## src/rtl/alu_pkg.sv

```systemverilog
// rtl/alu_pkg.sv - shared opcodes, FSM states and strobe indices for alu_seq
package alu_pkg;

  // Opcode width as defined by the MIPS funct field
  localparam int OPC_W = 6;

  // Supported opcodes (MIPS funct encoding)
  localparam logic [OPC_W-1:0] OP_ADD = 6'b100000;
  localparam logic [OPC_W-1:0] OP_SUB = 6'b100010;
  localparam logic [OPC_W-1:0] OP_AND = 6'b100100;
  localparam logic [OPC_W-1:0] OP_OR  = 6'b100101;
  localparam logic [OPC_W-1:0] OP_XOR = 6'b100110;
  localparam logic [OPC_W-1:0] OP_NOR = 6'b100111;
  localparam logic [OPC_W-1:0] OP_SRA = 6'b000011;
  localparam logic [OPC_W-1:0] OP_SRL = 6'b000010;

  // Bit positions inside the load-strobe vector
  localparam int VLD_A  = 0;
  localparam int VLD_B  = 1;
  localparam int VLD_OP = 2;

  // Pipeline cycle counter width, enough for up to 4 extra stages
  localparam int CNT_W = 3;

  // Sequencer states
  typedef enum logic {
    ST_COLLECT = 1'b0,
    ST_EXEC    = 1'b1
  } state_t;

endpackage

```

## src/rtl/alu_core.sv

```systemverilog
// rtl/alu_core.sv - combinational ALU datapath with carry, overflow and error flags
module alu_core
  import alu_pkg::*;
#(
  parameter int NB_DATA      = 8,
  parameter int NB_OPERATION = 6
) (
  input  logic [NB_DATA-1:0]      i_a,
  input  logic [NB_DATA-1:0]      i_b,
  input  logic [NB_OPERATION-1:0] i_op,
  output logic [NB_DATA-1:0]      o_result,
  output logic                    o_carry,
  output logic                    o_overflow,
  output logic                    o_error
);

  localparam int LP_MSB = NB_DATA - 1;

  // Opcodes resized to the configured opcode field so every bit is compared
  localparam logic [NB_OPERATION-1:0] L_ADD = NB_OPERATION'(OP_ADD);
  localparam logic [NB_OPERATION-1:0] L_SUB = NB_OPERATION'(OP_SUB);
  localparam logic [NB_OPERATION-1:0] L_AND = NB_OPERATION'(OP_AND);
  localparam logic [NB_OPERATION-1:0] L_OR  = NB_OPERATION'(OP_OR);
  localparam logic [NB_OPERATION-1:0] L_XOR = NB_OPERATION'(OP_XOR);
  localparam logic [NB_OPERATION-1:0] L_NOR = NB_OPERATION'(OP_NOR);
  localparam logic [NB_OPERATION-1:0] L_SRA = NB_OPERATION'(OP_SRA);
  localparam logic [NB_OPERATION-1:0] L_SRL = NB_OPERATION'(OP_SRL);

  logic [NB_DATA:0]   w_sum;
  logic [NB_DATA:0]   w_diff;
  logic               w_shift_sat;
  logic [NB_DATA-1:0] w_srl;
  logic [NB_DATA-1:0] w_sra;

  // One extra bit on each side exposes carry-out and borrow directly
  assign w_sum  = {1'b0, i_a} + {1'b0, i_b};
  assign w_diff = {1'b0, i_a} - {1'b0, i_b};

  // Shift amounts at or beyond the word width saturate instead of wrapping
  assign w_shift_sat = (32'(i_b) >= 32'(NB_DATA));
  assign w_srl       = w_shift_sat ? '0 : (i_a >> i_b);
  assign w_sra       = w_shift_sat ? {NB_DATA{i_a[LP_MSB]}} : $unsigned($signed(i_a) >>> i_b);

  // Opcode decode; unsupported codes produce a zero result with the error flag
  always_comb begin
    o_result   = '0;
    o_carry    = 1'b0;
    o_overflow = 1'b0;
    o_error    = 1'b0;
    case (i_op)
      L_ADD: begin
        o_result   = w_sum[NB_DATA-1:0];
        o_carry    = w_sum[NB_DATA];
        o_overflow = (i_a[LP_MSB] == i_b[LP_MSB]) && (w_sum[LP_MSB] != i_a[LP_MSB]);
      end
      L_SUB: begin
        o_result   = w_diff[NB_DATA-1:0];
        o_carry    = w_diff[NB_DATA];
        o_overflow = (i_a[LP_MSB] != i_b[LP_MSB]) && (w_diff[LP_MSB] != i_a[LP_MSB]);
      end
      L_AND:   o_result = i_a & i_b;
      L_OR:    o_result = i_a | i_b;
      L_XOR:   o_result = i_a ^ i_b;
      L_NOR:   o_result = ~(i_a | i_b);
      L_SRA:   o_result = w_sra;
      L_SRL:   o_result = w_srl;
      default: o_error  = 1'b1;
    endcase
  end

endmodule

```

## src/rtl/alu_seq.sv

```systemverilog
// rtl/alu_seq.sv - serially loaded ALU with operand capture, issue FSM and result pipeline
module alu_seq
  import alu_pkg::*;
#(
  parameter int NB_DATA      = 8,
  parameter int NB_OPERATION = 6,
  parameter int PIPE_STAGES  = 1
) (
  input  logic                i_clock,
  input  logic                i_reset,
  input  logic [NB_DATA-1:0]  i_data,
  input  logic [2:0]          i_valid,
  output logic [NB_DATA-1:0]  o_result,
  output logic                o_zero,
  output logic                o_carry,
  output logic                o_overflow,
  output logic                o_error,
  output logic                o_valid,
  output logic                o_busy
);

  // Pipeline word layout: {error, overflow, carry, result}
  localparam int                LP_PW   = NB_DATA + 3;
  localparam logic [CNT_W-1:0]  LP_LAST = CNT_W'(PIPE_STAGES);

  state_t                   r_state;
  state_t                   w_state_next;

  logic [NB_DATA-1:0]       r_a;
  logic [NB_DATA-1:0]       r_b;
  logic [NB_OPERATION-1:0]  r_op;
  logic [2:0]               r_mask;
  logic [NB_DATA-1:0]       w_a_next;
  logic [NB_DATA-1:0]       w_b_next;
  logic [NB_OPERATION-1:0]  w_op_next;
  logic [2:0]               w_mask_next;

  logic [CNT_W-1:0]         r_cnt;
  logic [LP_PW-1:0]         r_pipe [0:PIPE_STAGES];

  logic [NB_DATA-1:0]       w_core_result;
  logic                     w_core_carry;
  logic                     w_core_overflow;
  logic                     w_core_error;

  logic                     w_collect;
  logic                     w_issue;
  logic                     w_done;

  logic [NB_DATA-1:0]       r_result;
  logic                     r_zero;
  logic                     r_carry;
  logic                     r_overflow;
  logic                     r_error;
  logic                     r_valid;

  // Field update as seen at the next edge, so the issue register sees this edge's strobes too
  always_comb begin
    w_a_next    = r_a;
    w_b_next    = r_b;
    w_op_next   = r_op;
    w_mask_next = r_mask;
    if (w_collect) begin
      if (i_valid[VLD_A])  w_a_next  = i_data;
      if (i_valid[VLD_B])  w_b_next  = i_data;
      if (i_valid[VLD_OP]) w_op_next = i_data[NB_OPERATION-1:0];
      w_mask_next = r_mask | i_valid;
    end
  end

  assign w_issue = w_collect && (&w_mask_next);

  // Operand/opcode capture and loaded mask; the mask empties when the op issues
  always_ff @(posedge i_clock or negedge i_reset) begin
    if (!i_reset) begin
      r_a    <= '0;
      r_b    <= '0;
      r_op   <= '0;
      r_mask <= '0;
    end else begin
      r_a    <= w_a_next;
      r_b    <= w_b_next;
      r_op   <= w_op_next;
      r_mask <= w_issue ? 3'b000 : w_mask_next;
    end
  end

  alu_core #(
    .NB_DATA      (NB_DATA),
    .NB_OPERATION (NB_OPERATION)
  ) u_core (
    .i_a        (w_a_next),
    .i_b        (w_b_next),
    .i_op       (w_op_next),
    .o_result   (w_core_result),
    .o_carry    (w_core_carry),
    .o_overflow (w_core_overflow),
    .o_error    (w_core_error)
  );

  // FSM state register
  always_ff @(posedge i_clock or negedge i_reset) begin
    if (!i_reset) r_state <= ST_COLLECT;
    else          r_state <= w_state_next;
  end

  // FSM next state: issue on a full mask, return once the pipeline has drained
  always_comb begin
    w_state_next = r_state;
    case (r_state)
      ST_COLLECT: if (w_issue)           w_state_next = ST_EXEC;
      ST_EXEC:    if (r_cnt == LP_LAST)  w_state_next = ST_COLLECT;
      default:                           w_state_next = ST_COLLECT;
    endcase
  end

  // FSM outputs; busy stretches over the o_valid cycle even though strobes are accepted there
  always_comb begin
    w_collect = (r_state == ST_COLLECT);
    w_done    = (r_state == ST_EXEC) && (r_cnt == LP_LAST);
    o_busy    = (r_state == ST_EXEC) || r_valid;
  end

  // Cycles spent in EXEC, restarted whenever the FSM is collecting
  always_ff @(posedge i_clock or negedge i_reset) begin
    if (!i_reset) begin
      r_cnt <= '0;
    end else if (w_collect || w_done) begin
      r_cnt <= '0;
    end else begin
      r_cnt <= r_cnt + 1'b1;
    end
  end

  // Issue register at index 0 followed by PIPE_STAGES plain delay stages
  always_ff @(posedge i_clock or negedge i_reset) begin
    if (!i_reset) begin
      for (int i = 0; i <= PIPE_STAGES; i++) r_pipe[i] <= '0;
    end else begin
      if (w_issue) r_pipe[0] <= {w_core_error, w_core_overflow, w_core_carry, w_core_result};
      for (int i = 1; i <= PIPE_STAGES; i++) r_pipe[i] <= r_pipe[i-1];
    end
  end

  // Output registers load from the last stage on completion and hold otherwise
  always_ff @(posedge i_clock or negedge i_reset) begin
    if (!i_reset) begin
      r_result   <= '0;
      r_zero     <= 1'b0;
      r_carry    <= 1'b0;
      r_overflow <= 1'b0;
      r_error    <= 1'b0;
      r_valid    <= 1'b0;
    end else begin
      r_valid <= w_done;
      if (w_done) begin
        {r_error, r_overflow, r_carry, r_result} <= r_pipe[PIPE_STAGES];
        r_zero <= (r_pipe[PIPE_STAGES][NB_DATA-1:0] == '0);
      end
    end
  end

  assign o_result   = r_result;
  assign o_zero     = r_zero;
  assign o_carry    = r_carry;
  assign o_overflow = r_overflow;
  assign o_error    = r_error;
  assign o_valid    = r_valid;

endmodule

```

## config.mk

```make
export PLATFORM = sky130hd
export DESIGN_NAME = alu_seq
export DESIGN_NICKNAME = d
export VERILOG_FILES = /design/src/rtl/alu_pkg.sv /design/src/rtl/alu_core.sv /design/src/rtl/alu_seq.sv
export SDC_FILE = /design/constraint.sdc
export NUM_CORES = 1
export LEC_CHECK = 0
export ABC_AREA = 1
export CORE_ASPECT_RATIO = 0.7
export CORE_MARGIN = 4
export CORE_UTILIZATION = 50
export DETAILED_ROUTE_END_ITERATION = 8
export PLACE_DENSITY_LB_ADDON = 0.3
export SLEW_MARGIN = 20
export SYNTH_ARGS = -nofsm -noshare
export SYNTH_HDL_FRONTEND = slang
export SYNTH_SLANG_ARGS = --single-unit
export TNS_END_PERCENT = 10
```

## constraint.sdc

```tcl
create_clock -name i_clock -period 5.6 [get_ports i_clock]
set_input_delay 0.56 -clock i_clock [delete_from_list [all_inputs] [get_ports i_clock]]
set_output_delay 0.56 -clock i_clock [all_outputs]
set_load 0.005 [all_outputs]
```

==> metrics.md <==
| Metric | Value |
|---|---|
| Largest net degree at the start of global routing | `65` |
| Worst setup EP type | `flop` |
| Hold path depth | `0` |
| Reg-to-Reg Start | `r_state` |
| CTS max path bufs | `2` |
| H-tree levels | `3` |
| Net count, final | `675` |
| Seq/Total Area, Yosys | `0.356` |
| Gr usage total | `0.257` |
| Synth warn | `0` |
| CP required | `5.82 ns` |
| Pwr Density | `629 nW/um2` |
| Initial Util | `0.523` |
| Commonest cells in the netlist | `nand2_1 (183), dfrtp_1 (64), inv_1 (62)` |
| Cell Area, Placed | `4850 um2` |
| Max IR drop VDD | `0.000257 V` |
| Max_cap viols | `0` |
| Crit Path Max Fanout | `12` |
| Worst hold start | `r_pipe[13]` |
| Hold-fix buffers at CTS | `0` |
| Reg-to-reg endpoint | `r_pipe[15]` |
| Routability congestion estimate | `0.991` |
| Final Power | `3.22 mW` |
| Pins Over Slew Limit | `0` |
| Inserted Clock Buffers | `9` |
| Normalized max-slew margin | `0.297` |
| Layout area overhead | `13.7%` |
| # clock sinks | `64` |
| Crit path largest cell delay | `0.84 ns` |
| GR Overflow Total | `0` |
| Initial DRC count | `322` |
| Slowest-stage cell, CP | `o21ai_1` |
| Fmax | `283 MHz` |
| Period utilization | `0.632` |
| RSZ-0062 raised after global routing | `false` |
| Final Instance Count excl. Fillers | `756` |
| Vias | `4,136` |
| Worst-Skew Late Latency | `0.33 ns` |
| Sink of the worst hold path | `r_pipe[2]` |
| Top FF cell, synth | `dfrtp_1` |
| Die Height | `87.4 um` |
| Top-count cell post-synth | `nand2_1` |
| Seq cells post-synth | `64` |
| Ys async rst share | `1.00` |
| Synth area leader | `dfrtp_1` |
| Cell Rows | `28` |
| Critical path's most frequent cell | `nand2_1` |
| Clock period minus worst slack | `3.54 ns` |
| Initial antenna violation count | `0` |
| Worst slew pin tran | `1.05 ns` |
| Status | `finished clean` |
| Fin. Hold Viols | `0` |
| Finished Cell Area | `5120 um2` |
| Core Area | `8620 um2` |
| Drt wl/cell | `16.8 um` |
| Worst reg-to-reg setup slack | `2.27 ns` |
| Final hold slack | `0.371 ns` |
| Final Util | `0.594` |
| Post-Place Worst Slack | `1.81 ns` |
| Global-route wire length before repair | `20,600 um` |
| DR vias/cell | `5.47` |
| Synth top area cells | `dfrtp_1 (36%), nand2_1 (15%), ha_1 (7.8%), nand3_1 (6.3%), inv_1 (5.2%)` |
| Synth Net Count | `646` |
| Worst reg2reg path depth | `14` |
| CTS tree | `done` |
| N_diodes | `0` |
| Placed Instances | `741` |
| Crit path kind | `in2reg` |
| Mean Syn Cell Area | `7.47 um2` |
| Detail Route Antenna Nets | `0` |
| DRC Markers | `0` |
| Die ar. | `10,600 um2` |
| Area share of the largest cell type after synthesis | `0.356` |
| Postcts setup bufs | `0` |
| Final WL | `12,700 um` |
| Layout cells sized above 1 | `0.132` |
| Mapped cell area | `4500 um2` |
| Vias in the first global route | `3,887` |
| Worst-path cell chain | `clkdlybuf4s50_1 > nand2_4 > o21ai_1 > ha_1 > inv_1 > nand3_1 > nand2_1 > nand2_1 > nand3_1 > nand3_1 > nor2_1 > nand3b_1 > nand2_1 > nand2_1` |
| Crit start category | `primary input` |
| Worst EP arrival | `3.76 ns` |
| # setup viols final | `0` |
| DP HPWL | `9910 um` |
| DR pass1 iterations | `5` |
| Setup TNS | `0 ns` |
| Setup ws final | `2.06 ns` |
| Clk slew on worst S/H paths | `0.05 ns` |
| Die Width | `121 um` |
| Worst Skew | `0.00512 ns` |
| Post-synth EDFFs | `0` |
| # resized after CTS | `0` |
| Ports | `27` |
| Leakage | `2.61 nW` |
| Root Driver | `clkbuf_16` |
| Post-synth cell types | `40` |
| Gate Count Post-Synth | `603` |
| Port-buffer cells | `26` |
| HP Class | `reg2reg` |
## final cells by class
type	count	area [um2]
tap	120	150
multi-input combinational	452	2530
timing repair buffer	28	270
clock buffer	10	239
fill	852	3500
clock inverter	5	33.8
sequential	64	1600
inverter	77	295
## flip-flops by register name, summed over array words and instances (netlist names), 3 cells and up
signal	cells
o_result	8
r_a	8
r_b	8
r_cnt	3
r_mask	3
r_op	6
r_pipe	22
## power by group
group	total [mW]	internal [mW]	switching, mW
Sequential	0.744	0.653	0.0911
Clock	0.510	0.307	0.202
Combinational	1.97	0.614	1.35
## cell usage in the layout (no fill, tap or decap), types with 2 or more instances in the layout
cell type,netlist,layout
nand2_1,183,183
dfrtp_1,64,64
inv_1,62,62
nand3_1,57,57
nor2_1,40,40
o21ai_0,30,30
ha_1,28,28
clkdlybuf4s50_1,0,25
a21oi_1,14,14
nand4_1,13,13
nand2_2,12,12
nand2_4,11,11
inv_2,11,11
clkbuf_16,0,9
o21ai_1,8,8
o21ai_2,6,6
nor2_2,6,6
or2_1,4,4
nor3_1,4,4
nor2_4,4,4
nand3_2,4,4
xor2_1,4,4
or2_2,3,3
nor2_8,3,3
clkinv_2,1,3
a31oi_1,3,3
inv_4,2,2
o21ai_4,2,2
xnor2_1,2,2
or2_0,2,2
nand3b_1,2,2
o21a_1,2,2
fa_1,2,2
clkinvlp_4,0,2
buf_4,2,2
## metal layers
metal  track usage  vias up  routed length, um
met5             0        -                  0
met4        0.0621        0                176
met2         0.351      178               5030
met1         0.390     1954               6250
met3        0.0812       17               1270
li1              -     1987                  -
## how the worst max path moves through the flow
| stage | cells after the start | slack, ns | to | from |
|---|---|---|---|---|
| floorplan | 19 | 2.83 | r_pipe[19] | r_state |
| global placement | 16 | 1.86 | r_pipe[19] | i_valid[1] |
| detailed placement | 16 | 1.81 | r_pipe[19] | i_valid[1] |
| CTS | 16 | 2.15 | r_pipe[19] | i_valid[1] |
| global route | 17 | 1.78 | r_pipe[19] | i_valid[1] |
| finish | 14 | 2.06 | r_pipe[15] | i_valid[1] |
## cell families after synthesis
family	synth area share
buffers and inverters	0.0825
AND/OR/NAND/NOR	0.372
flip-flops	0.356
adder cells (fa/ha/maj)	0.0867
AO/OA/AOI/OAI	0.0911
XOR/XNOR	0.0117
## worst max-delay path, delay by kind of cell
kind	cells	cell delay (ns)
AO/OA/AOI/OAI	1	0.84
adder cells (fa/ha/maj)	1	0.48
buffers and inverters	2	0.73
AND/OR/NAND/NOR	10	1.13
(Power assumes the default switching activity.)
